File: config.mk
export PLATFORM = sky130hd
export DESIGN_NAME = axis_state_tx
export DESIGN_NICKNAME = d
export VERILOG_FILES = /design/src/rtl/axis_state_tx.sv
export SDC_FILE = /design/constraint.sdc
export NUM_CORES = 2
export LEC_CHECK = 0
export CAP_MARGIN = 15
export CORE_AREA = 4 4 641 643
export DETAILED_ROUTE_END_ITERATION = 8
export DIE_AREA = 0 0 645 647
export PLACE_DENSITY = 0.33
export SYNTH_ARGS = -nofsm -noshare
export SYNTH_HDL_FRONTEND = slang
export SYNTH_SLANG_ARGS = --single-unit
File: constraint.sdc
create_clock -name ACLK -period 51.3 [get_ports ACLK]
set_input_delay 10.26 -clock ACLK [delete_from_list [all_inputs] [get_ports ACLK]]
set_output_delay 10.26 -clock ACLK [all_outputs]
set_load 0.005 [all_outputs]
File: src/rtl/axis_state_tx.sv
// Streams a captured 1600-bit Keccak state out as DATA_WIDTH-bit AXI-Stream beats.
// Each beat carries its word index on TDEST. TLAST and TID mark the final beat of a frame.
module axis_state_tx #(
  parameter int DATA_WIDTH = 16,
  parameter int OUT_WORDS  = 1600 / DATA_WIDTH
) (
  input  logic                  ACLK,
  input  logic                  ARESETn,
  input  logic [0:4][0:4][63:0] D_in,
  input  logic                  start,
  input  logic                  TREADY,
  output logic [DATA_WIDTH-1:0] TDATA,
  output logic [7:0]            TDEST,
  output logic                  TVALID,
  output logic                  TLAST,
  output logic                  TID,
  output logic                  busy,
  output logic                  done
);

  localparam int         STATE_BITS  = 1600;
  localparam int         TOTAL_WORDS = STATE_BITS / DATA_WIDTH;
  localparam int         IDX_W       = (TOTAL_WORDS > 1) ? $clog2(TOTAL_WORDS) : 1;
  localparam logic [7:0] LAST_IDX    = 8'(OUT_WORDS - 1);

  typedef enum logic {
    IDLE,
    SEND
  } state_t;

  state_t                                 state, state_nxt;
  logic [7:0]                             cnt, cnt_nxt, cnt_inc;
  logic [IDX_W-1:0]                       word_sel;
  logic [DATA_WIDTH-1:0]                  tdata_q, tdata_nxt;
  logic                                   tlast_q, tlast_nxt;
  logic                                   done_q, done_nxt;
  logic                                   load, hs;
  logic [STATE_BITS-1:0]                  flat;
  logic [TOTAL_WORDS-1:0][DATA_WIDTH-1:0] flat_words, hold_words;

  // Lane [x][y] sits at flat bits 64*(5*y+x) +: 64.
  always_comb begin
    flat = '0;
    for (int y = 0; y < 5; y++) begin
      for (int x = 0; x < 5; x++) begin
        flat[64*(5*y+x) +: 64] = D_in[x][y];
      end
    end
  end

  assign flat_words = flat;

  // A handshake can only happen in SEND, because TVALID is the state bit.
  assign hs       = TVALID & TREADY;
  assign cnt_inc  = cnt + 8'd1;
  assign word_sel = IDX_W'(cnt_inc);

  always_comb begin
    // NOTE: every signal is given a default first, so a path that misses an assignment cannot infer a latch.
    state_nxt = state;
    cnt_nxt   = cnt;
    tdata_nxt = tdata_q;
    tlast_nxt = tlast_q;
    done_nxt  = 1'b0;
    load      = 1'b0;
    unique case (state)
      IDLE: begin
        if (start) begin
          load      = 1'b1;
          state_nxt = SEND;
          cnt_nxt   = 8'd0;
          tdata_nxt = flat_words[0];
          tlast_nxt = (LAST_IDX == 8'd0);
        end
      end
      SEND: begin
        if (hs) begin
          if (cnt == LAST_IDX) begin
            state_nxt = IDLE;
            cnt_nxt   = 8'd0;
            tdata_nxt = '0;
            tlast_nxt = 1'b0;
            done_nxt  = 1'b1;
          end else begin
            cnt_nxt   = cnt_inc;
            tdata_nxt = hold_words[word_sel];
            tlast_nxt = (cnt_inc == LAST_IDX);
          end
        end
      end
      default: state_nxt = IDLE;
    endcase
  end

  // NOTE: sequential state is written with non-blocking assignments only, so every register samples pre-edge values.
  always_ff @(posedge ACLK or negedge ARESETn) begin
    if (!ARESETn) begin
      state   <= IDLE;
      cnt     <= 8'd0;
      tdata_q <= '0;
      tlast_q <= 1'b0;
      done_q  <= 1'b0;
    end else begin
      state   <= state_nxt;
      cnt     <= cnt_nxt;
      tdata_q <= tdata_nxt;
      tlast_q <= tlast_nxt;
      done_q  <= done_nxt;
    end
  end

  // NOTE: the holding register is deliberately left out of reset. A frame always loads it before any word is read.
  always_ff @(posedge ACLK) begin
    if (load) begin
      hold_words <= flat_words;
    end
  end

  assign TVALID = (state == SEND);
  assign busy   = (state == SEND);
  assign TDEST  = cnt;
  assign TDATA  = tdata_q;
  assign TLAST  = tlast_q;
  assign TID    = tlast_q;
  assign done   = done_q;

endmodule
---- Word-level counts from Yosys, hierarchy flattened ----
Index checks and enable logic that the tools add are counted.
word-level totals
  input bits .............................. 1604
  flip-flop bits (word level) ............. 1627
  word-level logic and storage cells ...... 136
operators by class
  muxes and demuxes ....................... 22
  bitwise logic cells ..................... 2
  reduce and logical (&&, ||, !) cells .... 1
  order comparisons ....................... 1
  add/sub/neg operators ................... 1
  equal/unequal tests ..................... 4
operators by type and width
  operator                                               number
  binary-select mux 16 bit (select 7 bit)                1
  two-way mux 16 bit                                     4
  case mux 16 bit (2 select lines)                       1
  two-way mux 8 bit                                      3
  equality test 8 x 7 -> 1 bit, second input constant    2
  case mux 8 bit (2 select lines)                        1
  two-way mux 1 bit                                      10
  adder 8 x 1 -> 8 bit, second input constant            1
  < comparator 7 x 8 -> 1 bit, second input constant     1
  case mux 1 bit (2 select lines)                        2
  inequality test 2 x 1 -> 1 bit, second input constant  1
  inequality test 2 bit, second input constant           1
  AND reduction 2 bit                                    1
  bitwise AND 1 bit                                      1
  NOT 1 bit                                              1

---- Longest topological paths before layout ----
  depth after elaboration ................. 6
  mapped depth ............................ 17
  depth with buffers taken out ............ 9

---- Worst setup path before layout ----
OpenSTA, ideal clock, no wires.
  path kind ............................... in2reg
  from .................................... input start
  to ...................................... register cnt[4], in the netlist TDEST[4]
  arrival time ............................ 47377 ps
  data required time ...................... 51121 ps
  cell stages on the path ................. 5
  path slack .............................. 3743 ps
  setup time .............................. 179 ps
  cells stage by stage .................... nand2b_1 -> clkbuf_1 -> inv_1 -> nor2_1 -> a32o_1
on the way
  cells in the longest elaborated chain, start to end .. 2
RTL lines
  element                                 line  RTL
  start: declaration                      10    input logic start,
  inequality test 2 bit (no source line)  n/a
  AND reduction 2 bit (no source line)    n/a
  end signal: assignment                  105   cnt <= cnt_nxt;
  end: declaration                        32    logic [7:0] cnt, cnt_nxt, cnt_inc;
Every way passes these cells.
A chain may end at the register's enable or synchronous reset.

---- Worst setup path in the final report ----
  from .................................... input start
  to ...................................... register hold_words[312] (netlist name), enable pin
on the way
  cells in the longest elaborated chain, start to end .. 2
RTL lines
  element                 line  RTL
  two-way mux 1 bit       68    if (start) begin
  two-way mux 1 bit       66    unique case (state)
  net load                37    logic load, hs;
  end signal: assignment  115   hold_words <= flat_words;
  end: declaration        39    logic [TOTAL_WORDS-1:0][DATA_WIDTH-1:0] flat_words, hold_words;
The timed path passes the listed nets, and every way through them passes these cells.

==> impl_metrics.ini <==
[setup_path]
end_kind = flop
rr_endpoint = hold_words[312]
worstSetupStartpoint = start
worst-r2r-setup-slack_ns = 44.50
regToRegStartpoint = TVALID
arrival_ns = 16.42
crit_fanout = 68
required_ns = 51.76
startpoint_type = input port
rr_worst_depth = 9
critPathKind = input port to flop

[drt]
antenna_left = 0
vias_per_cell = 3.66
vias = 37700
wirelength_mm = 347
drc = 0
wire_per_inst_um = 33.7
drtIter0Drc = 2863
dr.pass1.iters = 7

[timing]
clock_skew_ns = 0.0921
layout_setup_ws_ns = 35.35
hold_ws_ns = 0.600
fmax_mhz = 62.7
rsz0062_at_grt = no
hold_viol = 0
fin_crit_ns = 15.95
max-slew-margin-rel_pct = 23.8
final.setup.tns_ns = 0
setup_viol = 0
maxSlewViolCount = 0
worst_pin_slew_ns = 1.14
fin_crit_sh_pct = 31.1

[cells_and_area]
area_delta_synth_final_pct = 47.6
layout.cells.non_filler = 10300
drive_gt1_share_pct = 17.1
finalNetCount = 6230

[synth]
synth_nets = 4450
synthFlopType = edfxtp_1
synth_cells = 2844
ys_warn_count = 0
netlist_top_cells_area = edfxtp_1 (77%), mux4_2 (15%), nand2_1 (1.5%)
seq_area_frac_synth_pct = 77.6
synth-edff-count = 1600
yosysMostFrequentCell = edfxtp_1
synth_common_cells = edfxtp_1 (1600), mux4_2 (415), nand2_1 (249)
synth_area_per_cell_sq_um = 22.1
netlist.top_cell.by_area = edfxtp_1
yosys.area.top_type_share_pct = 76.6
async_flop_share_pct = 1.66
synth.cell_area_sq_um = 62800
ys_types = 51
ys_seq_elements = 1627

[cts]
clk-insertion-delay-late_ns = 0.92
cts-root-buf = clkbuf_16
cts_buffers = 208
htreeDepth = 4
clkTransAtPathRegs_ns = 0.06
cts_sinks = 1627
cts_resized = 0
clk_path_buf_depth = 4
post_cts_buffers = 0
cts_tree = built
cts_hold_buf = 0

[global_routing]
grt_pass1_wl_mm = 435
grt_usage_pct = 16.0
grt_start_max_net_pins = 167
busiest_layer = met2
grt-ovfl-total = 0
met1_usage_pct = 17.7
grt_util_met3_pct = 5.04
grt_pass1_vias = 40600
use_met2_pct = 29.5
antenna_found_initial = 344

[min_path]
hold_path_depth = 1
hold_end = TDEST[7]
hold_path_startpoint = TDEST[7]
min_path_type = flop to flop

[status]
status = complete, no violations

[placement]
place_congestion = 0.784
dp_hpwl_mm = 278
pre_cts_ws_ns = 34.42
dp.cells = 9842
io_buffers = 1632

[die]
initial_core_util_pct = 15.5
core_area_sq_um = 405000
die_y_um = 647
die_w_um = 645
row_count = 234
dieArea_sq_um = 417000
ios = 1633

[power_and_ir_drop]
p_leak_uw = 0.0289
powerDensity_nw_per_um2 = 44.0
peakVddDrop_uv = 27.0

[run]
max_cap_violations = 0
## placed cells by master (no fill, tap or decap), types with 4 or more instances in the layout
cell | Yosys | routed
o32ai_1 | 16 | 16
diode_2 | 0 | 76
clkinvlp_4 | 0 | 5
a31oi_1 | 19 | 18
buf_4 | 40 | 90
a2111oi_0 | 15 | 6
edfxtp_1 | 1600 | 1600
a311oi_1 | 16 | 8
inv_16 | 0 | 5
clkbuf_16 | 0 | 208
a311oi_2 | 0 | 8
clkdlybuf4s50_1 | 0 | 1630
clkinv_2 | 0 | 21
nor2_1 | 15 | 14
dfrtp_1 | 27 | 25
clkinv_1 | 1 | 43
xnor2_1 | 9 | 7
bufinv_16 | 0 | 15
nor4_2 | 0 | 4
a21oi_1 | 26 | 26
nand3_1 | 54 | 54
buf_12 | 0 | 5
o2111a_1 | 15 | 15
a2111oi_1 | 0 | 7
nand2_1 | 249 | 249
mux2i_1 | 59 | 59
clkbuf_1 | 53 | 58
o21ai_0 | 50 | 50
mux4_2 | 415 | 415
and3_1 | 39 | 39
o221ai_1 | 10 | 10
mux2_2 | 4 | 4
## state kept, by name, summed over array words and instances, names as in the netlist
signal / count
TDATA: 16
TDEST: 8
TID: 1
TVALID: 1
done: 1
hold_words: 1600
## worst max-delay path by stage
| stage | endpoint | depth (start not counted) | slack (ns) |
|---|---|---|---|
| 2_1_floorplan | TDEST[4] | 5 | 3.74 |
| 3_3_place_gp | hold_words[448] | 10 | 34.55 |
| 3_5_place_dp | hold_words[464] | 10 | 34.42 |
| 4_1_cts | hold_words[312] | 10 | 35.41 |
| 5_1_grt | hold_words[312] | 10 | 35.01 |
| 6_report | hold_words[312] | 10 | 35.35 |
## per-layer routing
metal / part of all wire, % / wire length (um) / vias up
li1: - / - / 15700
met1: 37 / 128000 / 19300
met2: 52 / 181000 / 1740
met3: 7.3 / 25200 / 767
met4: 3.1 / 10700 / 164
met5: 0.31 / 1060 / -
## cells by family after synthesis
family,count (synthesis),share of synthesized area (%)
AO/OA/AOI/OAI,184,2.08
XOR/XNOR,14,0.249
adder cells (fa/ha/maj),2,0.0399
buffers and inverters,162,1.48
flip-flops,1627,77.6
multiplexers,478,15.9
AND/OR/NAND/NOR,377,2.61
## cell type report
type | instances | area [sq um]
Clock buffer | 268 | 5450
Tap cell | 5428 | 6790
Timing Repair Buffer | 1727 | 17100
Inverter | 5 | 26.3
Antenna cell | 76 | 190
Clock inverter | 99 | 1040
Multi-Input combinational cell | 1055 | 13300
Fill cell | 42400 | 313000
Sequential cell | 1627 | 48700
## report_power, final
group	switching, uW	leakage, uW	internal, uW
combinational	736	0.0111	426
sequential	14.3	0.0147	1470
clock	608	0.00313	825
## through the flow
stage | utilization [%] | instance area, sq um | power (uW)
global placement | 21.2 | 86000 | 2750
global route | 22.8 | 92500 | 4280
floorplan | - | 62800 | 1990
detailed placement | 21.2 | 86000 | 2750
CTS | 22.8 | 92500 | 4220
finish | 22.9 | 92600 | 4080
## worst max-delay path, cell delays in order
cell and delay (ns):
clkdlybuf4s50_1 0.73, nand2b_2 0.08, buf_4 0.28, inv_8 0.45, buf_4 0.68, buf_4 0.66, buf_4 0.65, buf_4 0.73
buf_4 0.66, buf_4 0.80
No activity file was read; power rests on OpenSTA's default activity.
